## src/rtl/spi_reg_ctrl_pkg.sv

```systemverilog
// Shared types and command-byte field positions for the SPI register controller.
package spi_reg_pkg;

  typedef enum logic [2:0] {
    ST_IDLE,
    ST_CMD,
    ST_WRITE,
    ST_READ,
    ST_DISCARD
  } state_t;

  localparam int CMD_RD_BIT   = 7;
  localparam int CMD_ADDR_MSB = 6;

endpackage

```

## src/rtl/spi_reg_ctrl_sync_2ff.sv

```systemverilog
// Two-flop synchronizer for a single asynchronous level, with a selectable reset value.
module sync_2ff #(
  parameter logic RST_VAL = 1'b0
) (
  input  logic clk,
  input  logic rst,
  input  logic d_i,
  output logic q_o
);

  logic meta_q;
  logic sync_q;

  always_ff @(posedge clk) begin
    if (rst) begin
      meta_q <= RST_VAL;
      sync_q <= RST_VAL;
    end else begin
      meta_q <= d_i;
      sync_q <= meta_q;
    end
  end

  assign q_o = sync_q;

endmodule

```

## src/rtl/spi_reg_ctrl.sv

```systemverilog
// Parses SPI byte frames (command + burst beats) into accesses of the configuration
// register bank, and supplies read data for the MISO shifter.
//
// state      | meaning
// ST_IDLE    | chip-select released, waiting for assertion
// ST_CMD     | waiting for the command byte
// ST_WRITE   | each byte writes reg[addr], addr auto-increments
// ST_READ    | each dummy byte advances addr and loads tx_data
// ST_DISCARD | frame aborted (bad address or timeout), ignore until release
module spi_reg_ctrl
  import spi_reg_pkg::*;
#(
  parameter int         NUM_REGS    = 16,
  parameter int         ADDR_W      = $clog2(NUM_REGS),
  parameter logic [7:0] RESET_VAL   = 8'h00,
  parameter int         TIMEOUT_CYC = 25000
) (
  input  logic                  clk,
  input  logic                  rst,
  input  logic                  cs,
  input  logic [7:0]            rx_data,
  input  logic                  rx_valid,
  output logic [NUM_REGS*8-1:0] reg_q,
  output logic                  wr_strobe,
  output logic [ADDR_W-1:0]     wr_addr,
  output logic [7:0]            wr_data,
  output logic [7:0]            tx_data,
  output logic                  tx_load,
  output logic                  frame_err,
  output logic                  busy
);

  localparam int                CNT_W      = $clog2(TIMEOUT_CYC + 1);
  localparam logic [CNT_W-1:0]  TO_LAST    = CNT_W'(TIMEOUT_CYC - 1);
  localparam logic [ADDR_W-1:0] ADDR_LAST  = ADDR_W'(NUM_REGS - 1);
  localparam logic [7:0]        NUM_REGS_B = 8'(NUM_REGS);

  logic              cs_s;
  state_t            state_q;
  logic [ADDR_W-1:0] addr_q;
  logic [CNT_W-1:0]  cnt_q;
  logic [7:0]        bank_q [NUM_REGS];
  logic              wr_strobe_q, tx_load_q, frame_err_q;
  logic [ADDR_W-1:0] wr_addr_q;
  logic [7:0]        wr_data_q, tx_data_q;

  logic [ADDR_W-1:0] addr_inc_d;
  logic [ADDR_W-1:0] cmd_addr_d;
  logic              cmd_bad_d;
  logic              counting_d;

  sync_2ff #(.RST_VAL(1'b1)) u_cs_sync (
    .clk (clk),
    .rst (rst),
    .d_i (cs),
    .q_o (cs_s)
  );

  // Full 7-bit command address is range-checked before truncation to ADDR_W.
  assign cmd_bad_d  = {1'b0, rx_data[CMD_ADDR_MSB:0]} >= NUM_REGS_B;
  assign cmd_addr_d = rx_data[ADDR_W-1:0];
  assign addr_inc_d = (addr_q == ADDR_LAST) ? '0 : addr_q + ADDR_W'(1);
  assign counting_d = (state_q == ST_CMD) || (state_q == ST_WRITE) || (state_q == ST_READ);

  always_ff @(posedge clk) begin
    if (rst) begin
      state_q     <= ST_IDLE;
      addr_q      <= '0;
      cnt_q       <= '0;
      wr_strobe_q <= 1'b0;
      tx_load_q   <= 1'b0;
      frame_err_q <= 1'b0;
      wr_addr_q   <= '0;
      wr_data_q   <= '0;
      tx_data_q   <= '0;
      for (int k = 0; k < NUM_REGS; k++) bank_q[k] <= RESET_VAL;
    end else begin
      wr_strobe_q <= 1'b0;
      tx_load_q   <= 1'b0;
      frame_err_q <= 1'b0;

      if (counting_d && !rx_valid) begin
        if (cnt_q == TO_LAST) begin
          cnt_q       <= '0;
          frame_err_q <= 1'b1;
          state_q     <= ST_DISCARD;
        end else begin
          cnt_q <= cnt_q + CNT_W'(1);
        end
      end else begin
        cnt_q <= '0;
      end

      case (state_q)
        ST_IDLE: if (!cs_s) state_q <= ST_CMD;
        ST_CMD: if (rx_valid) begin
          addr_q <= cmd_addr_d;
          if (cmd_bad_d) begin
            frame_err_q <= 1'b1;
            state_q     <= ST_DISCARD;
          end else if (rx_data[CMD_RD_BIT]) begin
            tx_data_q <= bank_q[cmd_addr_d];
            tx_load_q <= 1'b1;
            state_q   <= ST_READ;
          end else begin
            state_q <= ST_WRITE;
          end
        end
        ST_WRITE: if (rx_valid) begin
          bank_q[addr_q] <= rx_data;
          wr_strobe_q    <= 1'b1;
          wr_addr_q      <= addr_q;
          wr_data_q      <= rx_data;
          addr_q         <= addr_inc_d;
        end
        ST_READ: if (rx_valid) begin
          addr_q    <= addr_inc_d;
          tx_data_q <= bank_q[addr_inc_d];
          tx_load_q <= 1'b1;
        end
        default: ;
      endcase

      // Release overrides any transition above; the same-cycle byte is still processed.
      if (state_q != ST_IDLE && cs_s) state_q <= ST_IDLE;
    end
  end

  for (genvar k = 0; k < NUM_REGS; k++) begin : g_flat
    assign reg_q[8*k +: 8] = bank_q[k];
  end

  assign wr_strobe = wr_strobe_q;
  assign wr_addr   = wr_addr_q;
  assign wr_data   = wr_data_q;
  assign tx_data   = tx_data_q;
  assign tx_load   = tx_load_q;
  assign frame_err = frame_err_q;
  assign busy      = (state_q != ST_IDLE);

endmodule

```

## config.mk

```make
export PLATFORM = sky130hd
export DESIGN_NAME = spi_reg_ctrl
export DESIGN_NICKNAME = d
export VERILOG_FILES = /design/src/rtl/spi_reg_ctrl_pkg.sv /design/src/rtl/spi_reg_ctrl_sync_2ff.sv /design/src/rtl/spi_reg_ctrl.sv
export SDC_FILE = /design/constraint.sdc
export NUM_CORES = 1
export LEC_CHECK = 0
export BUFFER_PORTS_ARGS = -buffer_cell sky130_fd_sc_hd__buf_2
export CORE_MARGIN = 3
export CORE_UTILIZATION = 30
export DETAILED_ROUTE_END_ITERATION = 6
export PLACE_DENSITY = 0.47
export SLEW_MARGIN = 15
export SYNTH_ARGS = -nofsm -noshare
export SYNTH_HDL_FRONTEND = slang
export SYNTH_SLANG_ARGS = --single-unit
```

## constraint.sdc

```tcl
create_clock -name clk -period 3 [get_ports clk]
set_input_delay 0 -clock clk [delete_from_list [all_inputs] [get_ports clk]]
set_output_delay 0 -clock clk [all_outputs]
set_load 0.02 [all_outputs]
```

Word-level counts from Yosys, hierarchy flattened:

Memories as Yosys holds them, arrays and structs flattened.
Cells that the tools add are included.

* memories: 1
* register bits after elaboration: 47
* output and inout port bits: 152
* bits in writable memories: 128
* bits of input ports: 12
* logic and storage cells: 76

Memories
* bank_q: words 16, width 8, read ports 18, clocked after Yosys merged registers in 0, wr ports 16, RTL line spi_reg_ctrl.sv:42 `logic [7:0] bank_q [NUM_REGS];`

* magnitude comparators: 1
* mux-type cells: 34
* eq/ne operators: 10
* bitwise operators: 1
* add/subtract/negate cells: 2
* reductions and logical operators: 16

Operators by type and width (count)
* two-way mux 8 bit: 5
* two-way mux 1 bit: 16
* two-way mux 4 bit: 4
* one-hot mux 8 bit (2 select lines): 1
* adder 15 x 1 -> 15 bit (second input constant): 1
* equality test 15 bit (second input constant): 1
* two-way mux 3 bit: 5
* != test 2 bit (second input constant): 4
* one-hot mux 4 bit (2 select lines): 1
* OR reduction 8 bit: 1
* >= comparator 7 x 5 -> 1 bit (second input constant): 1
* equality test 3 x 2 -> 1 bit (second input constant): 2
* one-hot mux 3 bit (2 select lines): 1
* AND reduction 5 bit: 1
* adder 4 x 1 -> 4 bit (second input constant): 1
* equality test 4 bit (second input constant): 1
* nonzero test 2 bit: 2
* OR reduction 2 bit: 2
* equality test 3 x 1 -> 1 bit (second input constant): 1
* zero test 3 bit: 1
* AND reduction 3 bit: 1
* nonzero test 3 bit: 1
* OR reduction 3 bit: 1
* logical AND 1 bit: 2
* 6 further kinds: 7

Logic depth before layout (Yosys ltp):

* word-level depth: 8
* depth in mapped cells: 10
* gate-level depth less buffers: 7

Modules after synthesis:

A second synthesis with hierarchy kept.

* cells, all modules: 720
* area total of the unflattened synthesis: 8968.6 µm²

Modules (own cells, without submodules)
* spi_reg_ctrl: instances 1, area an instance 8916.1 µm², cells an instance 716, seq. area each 4744.6 µm²
* sync_2ff: instances 1, area an instance 52.6 µm², cells an instance 4, seq. area each 40.0 µm²

Worst setup path after synthesis:

Ideal clock, no wire load.

* path type: reg2reg
* start point: register addr_q[0]
* end point: register tx_data_q[2], in the netlist tx_data[2]
* data arrival time: 2283 ps
* clock period less this slack: 2401 ps
* cell stages (with the launch flop): 9
* buffers on the path: 2
* required time: 2883 ps
* setup time: 117 ps
* slack: 599 ps
* path through: dfxtp_1 -> inv_1 -> ha_1 -> clkbuf_1 -> clkbuf_1 -> mux4_2 -> a22oi_1 -> nand2_1 -> a32o_1

* word-level cells in the longest chain between the ends: 5
* elaborated cells between the ends (all ways): 6
* classes of those cells: add/sub (1); eq/ne (1); mux (3); memory (1)

Ends and longest elaborated chain
* start: declaration: RTL line spi_reg_ctrl.sv:40 `logic [ADDR_W-1:0] addr_q;`
* start signal: assignment: RTL line spi_reg_ctrl.sv:97 `addr_q <= cmd_addr_d;`
* start signal: assignment: RTL line spi_reg_ctrl.sv:114 `addr_q <= addr_inc_d;`
* start signal: assignment: RTL line spi_reg_ctrl.sv:117 `addr_q <= addr_inc_d;`
* adder 4 x 1 -> 4 bit or equality test 4 bit (tied branches): RTL line spi_reg_ctrl.sv:62 `assign addr_inc_d = (addr_q == ADDR_LAST) ? '0 : addr_q + ADDR_W'(1);`
* two-way mux 4 bit (*): RTL line spi_reg_ctrl.sv:62
* memory read (16 x 8 bit) (*)
* two-way mux 8 bit (*): RTL line spi_reg_ctrl.sv:116 `ST_READ: if (rx_valid) begin`
* one-hot mux 8 bit (2 select lines) (*): RTL line spi_reg_ctrl.sv:94 `case (state_q)`
* end signal: assignment: RTL line spi_reg_ctrl.sv:102 `tx_data_q <= bank_q[cmd_addr_d];`
* end signal: assignment: RTL line spi_reg_ctrl.sv:118 `tx_data_q <= bank_q[addr_inc_d];`
* end: declaration: RTL line spi_reg_ctrl.sv:45 `logic [7:0] wr_data_q, tx_data_q;`

Mark *: on every way between the ends. The rest lies on a longest branch, timed or not. The select of a mux whose other input is x is not followed.
A chain may end at the register's enable or synchronous reset.

Worst setup path after layout:

* start point: register addr_q[0]
* end point: register tx_data_q[7], in the netlist tx_data[7]

Same word-level chain as after synthesis.

==> reports/metrics.cfg <==
[route]
wl_per_cell_um=23.96
drtAntennaViolNets=0
drt-initial-drc-count=731
wirelength_mm=30.27
dr.pass1.iters=5
drc=0
vias=6569
viasPerCell=5.201

[yosys]
synth_ff_type=edfxtp_1
synth-edff-count=128
avgSynthCellArea_um2=12.63
netlist.area_leader.share_pct=43.29
synth_seq_area_share_pct=53.88
yosysWarnings=0
synth_cell_types=49
yosysTopAreaCell=edfxtp_1
synth_nets=720
synthTopCellsByArea=edfxtp_1 43%, mux4_2 15%, dfxtp_1 11%, and2_1 9.2%, nor2_1 2.2%
postSynthCellCount=703
synth_commonest_cells=130 x and2_1, 128 x edfxtp_1, 60 x mux4_2
synth_area_mm2=0.008880
synthArstFlopShare_pct=0
synth_seq_cells=175
synth.most_common_cell=and2_1

[setup_path]
cp.required_ns=3.33
path_buf_inv=1
critPathTopFamily=compound AO/OA/AOI/OAI gates
critPathLaunchType=register
worstPathArrival_ns=2.91
crit_chain=ha_1, a31o_2, buf_12, mux4_1, a221oi_1, nand2_1, a32o_1
slowest_delay_ns=0.59
critical_path_class=reg2reg
slowest_stage=mux4_1
cp_max_fo=33
end_kind=register

[finish]
drive_above_1_share_pct=33.90
final_nets=883
area_growth_pct=21.84
diodes=0
utilization_pct=37.39
fillerInstances=2825

[clock_network]
ctsRootBufferMaster=clkbuf_16
cts-buffers-inserted=17
cts_setup_buffers=0
clkTransAtPathRegs_ns=0.08
cts_buffer_depth=2
cts_sinks=175
tritoncts=done
htree_levels=4
clock_latency_ns=0.44

[timing]
fmax_mhz=388.4
fin_skew_ns=0.01374
finalHoldViolCount=0
fin_setup_tns_ns=0
period_share_pct=85.81
rsz0062_at_grt=false
slew_headroom_pct=49.07
worstMarginPinSlew_ns=0.7589
slew_violations=0
setup_viol_count_final=0
period_needed_ns=2.574

[grt]
grt_overflow=0
grt_pass1_vias=6519
grt_usage_pct=19.32
grt_max_degree=39
grt_pass1_wl_mm=44.22
antenna_found_initial=2

[die]
initial_utilization_pct=30.69
io_pins=164
die_h_um=178.0
core_area_mm2=0.02894
die_area_mm2=0.03170
row_count=62
dieWidth_um=178.0

[power_and_ir_drop]
ir_drop_v=0.0002738
swShare_pct=26.82
leakagePower_uw=0.004160
intPower_uw=4022
combPwrFrac_pct=8.8
power.share.clock_pct=41.6
switchingPower_uw=1474
powerDensity_mw_per_mm2=507.9
p_seq_share_pct=49.6

[hold_path]
hold_class=in2reg

[flow_run]
maxCapViolCount=0

[placed_design]
hpwlAfterDp_mm=22.31
io_buffers=163
gp_routability_congestion=0.8242

[outcome]
status=complete, no violations

==> per-layer routing <==
metal | vias up | global-route usage, % | part of all wire, %
met5 | - | 0 | 0
met4 | 0 | 4.810 | 1.5
met3 | 22 | 3.661 | 6.6
met2 | 273 | 31.75 | 49
met1 | 3341 | 26.41 | 43
li1 | 2933 | - | -
==> layout make-up <==
| cell class | instances | area, µm² | area share, % |
|---|---|---|---|
| clock buffer | 17 | 425.4 | 3.932 |
| clock inverter | 15 | 167.7 | 1.550 |
| inverter | 13 | 48.80 | 0.4510 |
| multi-input combinational | 468 | 3829 | 35.39 |
| sequential | 175 | 4785 | 44.22 |
| tap | 384 | 480.5 | 4.441 |
| timing repair buffer | 191 | 1084 | 10.02 |
==> worst reg2reg max path: cells and delay by family (launching register included) <==
family                   cells  cell delay (ns)
AO/OA/AOI/OAI                3             0.80
AND/OR/NAND/NOR              1             0.10
buffers and inverters        1             0.25
multiplexers                 1             0.61
flip-flops                   1             0.50
adder cells (fa/ha/maj)      1             0.23
==> layout by cell type, fill, tap and decap left out, drive strengths merged, types with 18 or more instances in the layout <==
cell type,Yosys,layout
nor2,53,53
or2,18,18
and2,130,130
edfxtp,128,128
nand2,48,48
a22oi,25,25
buf,11,188
mux4,62,62
a21oi,21,21
dfxtp,47,47
inv,13,20
==> state kept, by name, indices dropped and copies added, names as in the netlist <==
register and cells:
addr_q 4, bank_q 128, cnt_q 15, frame_err 1, state_q 3, tx_data 8
tx_load 1, u_cs_sync.meta_q 1, u_cs_sync.q_o 1, wr_addr 4, wr_data 8, wr_strobe 1
==> timing repair <==
| action | CTS | global route |
|---|---|---|
| hold buffers | 3 | 0 |
| hold endpoints to repair | 5 | 0 |
| resized for setup | 0 | 0 |
==> cell families (layout without fill, tap and decap cells) <==
family | Yosys count | count (layout) | share of synthesized area [%]
AOI/OAI and AO/OA | 81 | 81 | 6.397
xor gates and xnor gates | 13 | 13 | 1.282
adders and majority gates | 5 | 5 | 0.7045
buffers and inverters | 60 | 236 | 3.001
DFF | 175 | 175 | 53.88
muxes | 66 | 66 | 16.27
and+or+nand+nor | 303 | 303 | 18.46
==> worst paths after layout <==
check	from	endpoint	slack, ns	cells after the start
worst max-delay path	addr_q[0]	tx_data[7]	0.43	7
worst max register to register	addr_q[0]	tx_data[7]	0.43	7
worst min register to register	u_cs_sync.meta_q	u_cs_sync.q_o	0.41	1
worst min-delay path	rx_data[4]	state_q[1]	0.05	4
==> power by group through the flow <==
stage / clock network [µW] / registers, µW / logic, µW
after detailed placement: 0 / 2780 / 482
after global routing: 2410 / 2730 / 513
after floorplan: 0 / 2820 / 232
after global placement: 0 / 2790 / 480
final: 2280 / 2730 / 482
after CTS: 2320 / 2730 / 488
==> stage by stage <==
| step | setup slack, ns | total power [µW] | instance area (µm²) | hold slack [ns] | instances |
|---|---|---|---|---|---|
| floorplan | 0.5994 | 3050 | 8880 | 0.1038 | 703 |
| global placement | 0.4731 | 3266 | 10200 | 0.1903 | 1228 |
| detailed placement | 0.4347 | 3266 | 10200 | 0.2035 | 1228 |
| CTS | 0.4258 | 5535 | 10820 | 0.03306 | 1263 |
| global route | 0.2095 | 5660 | 10820 | 0.08838 | 1263 |
| finish | 0.4256 | 5495 | 10820 | 0.05025 | 1263 |
Note: power is estimated with default switching activity, not from simulation.
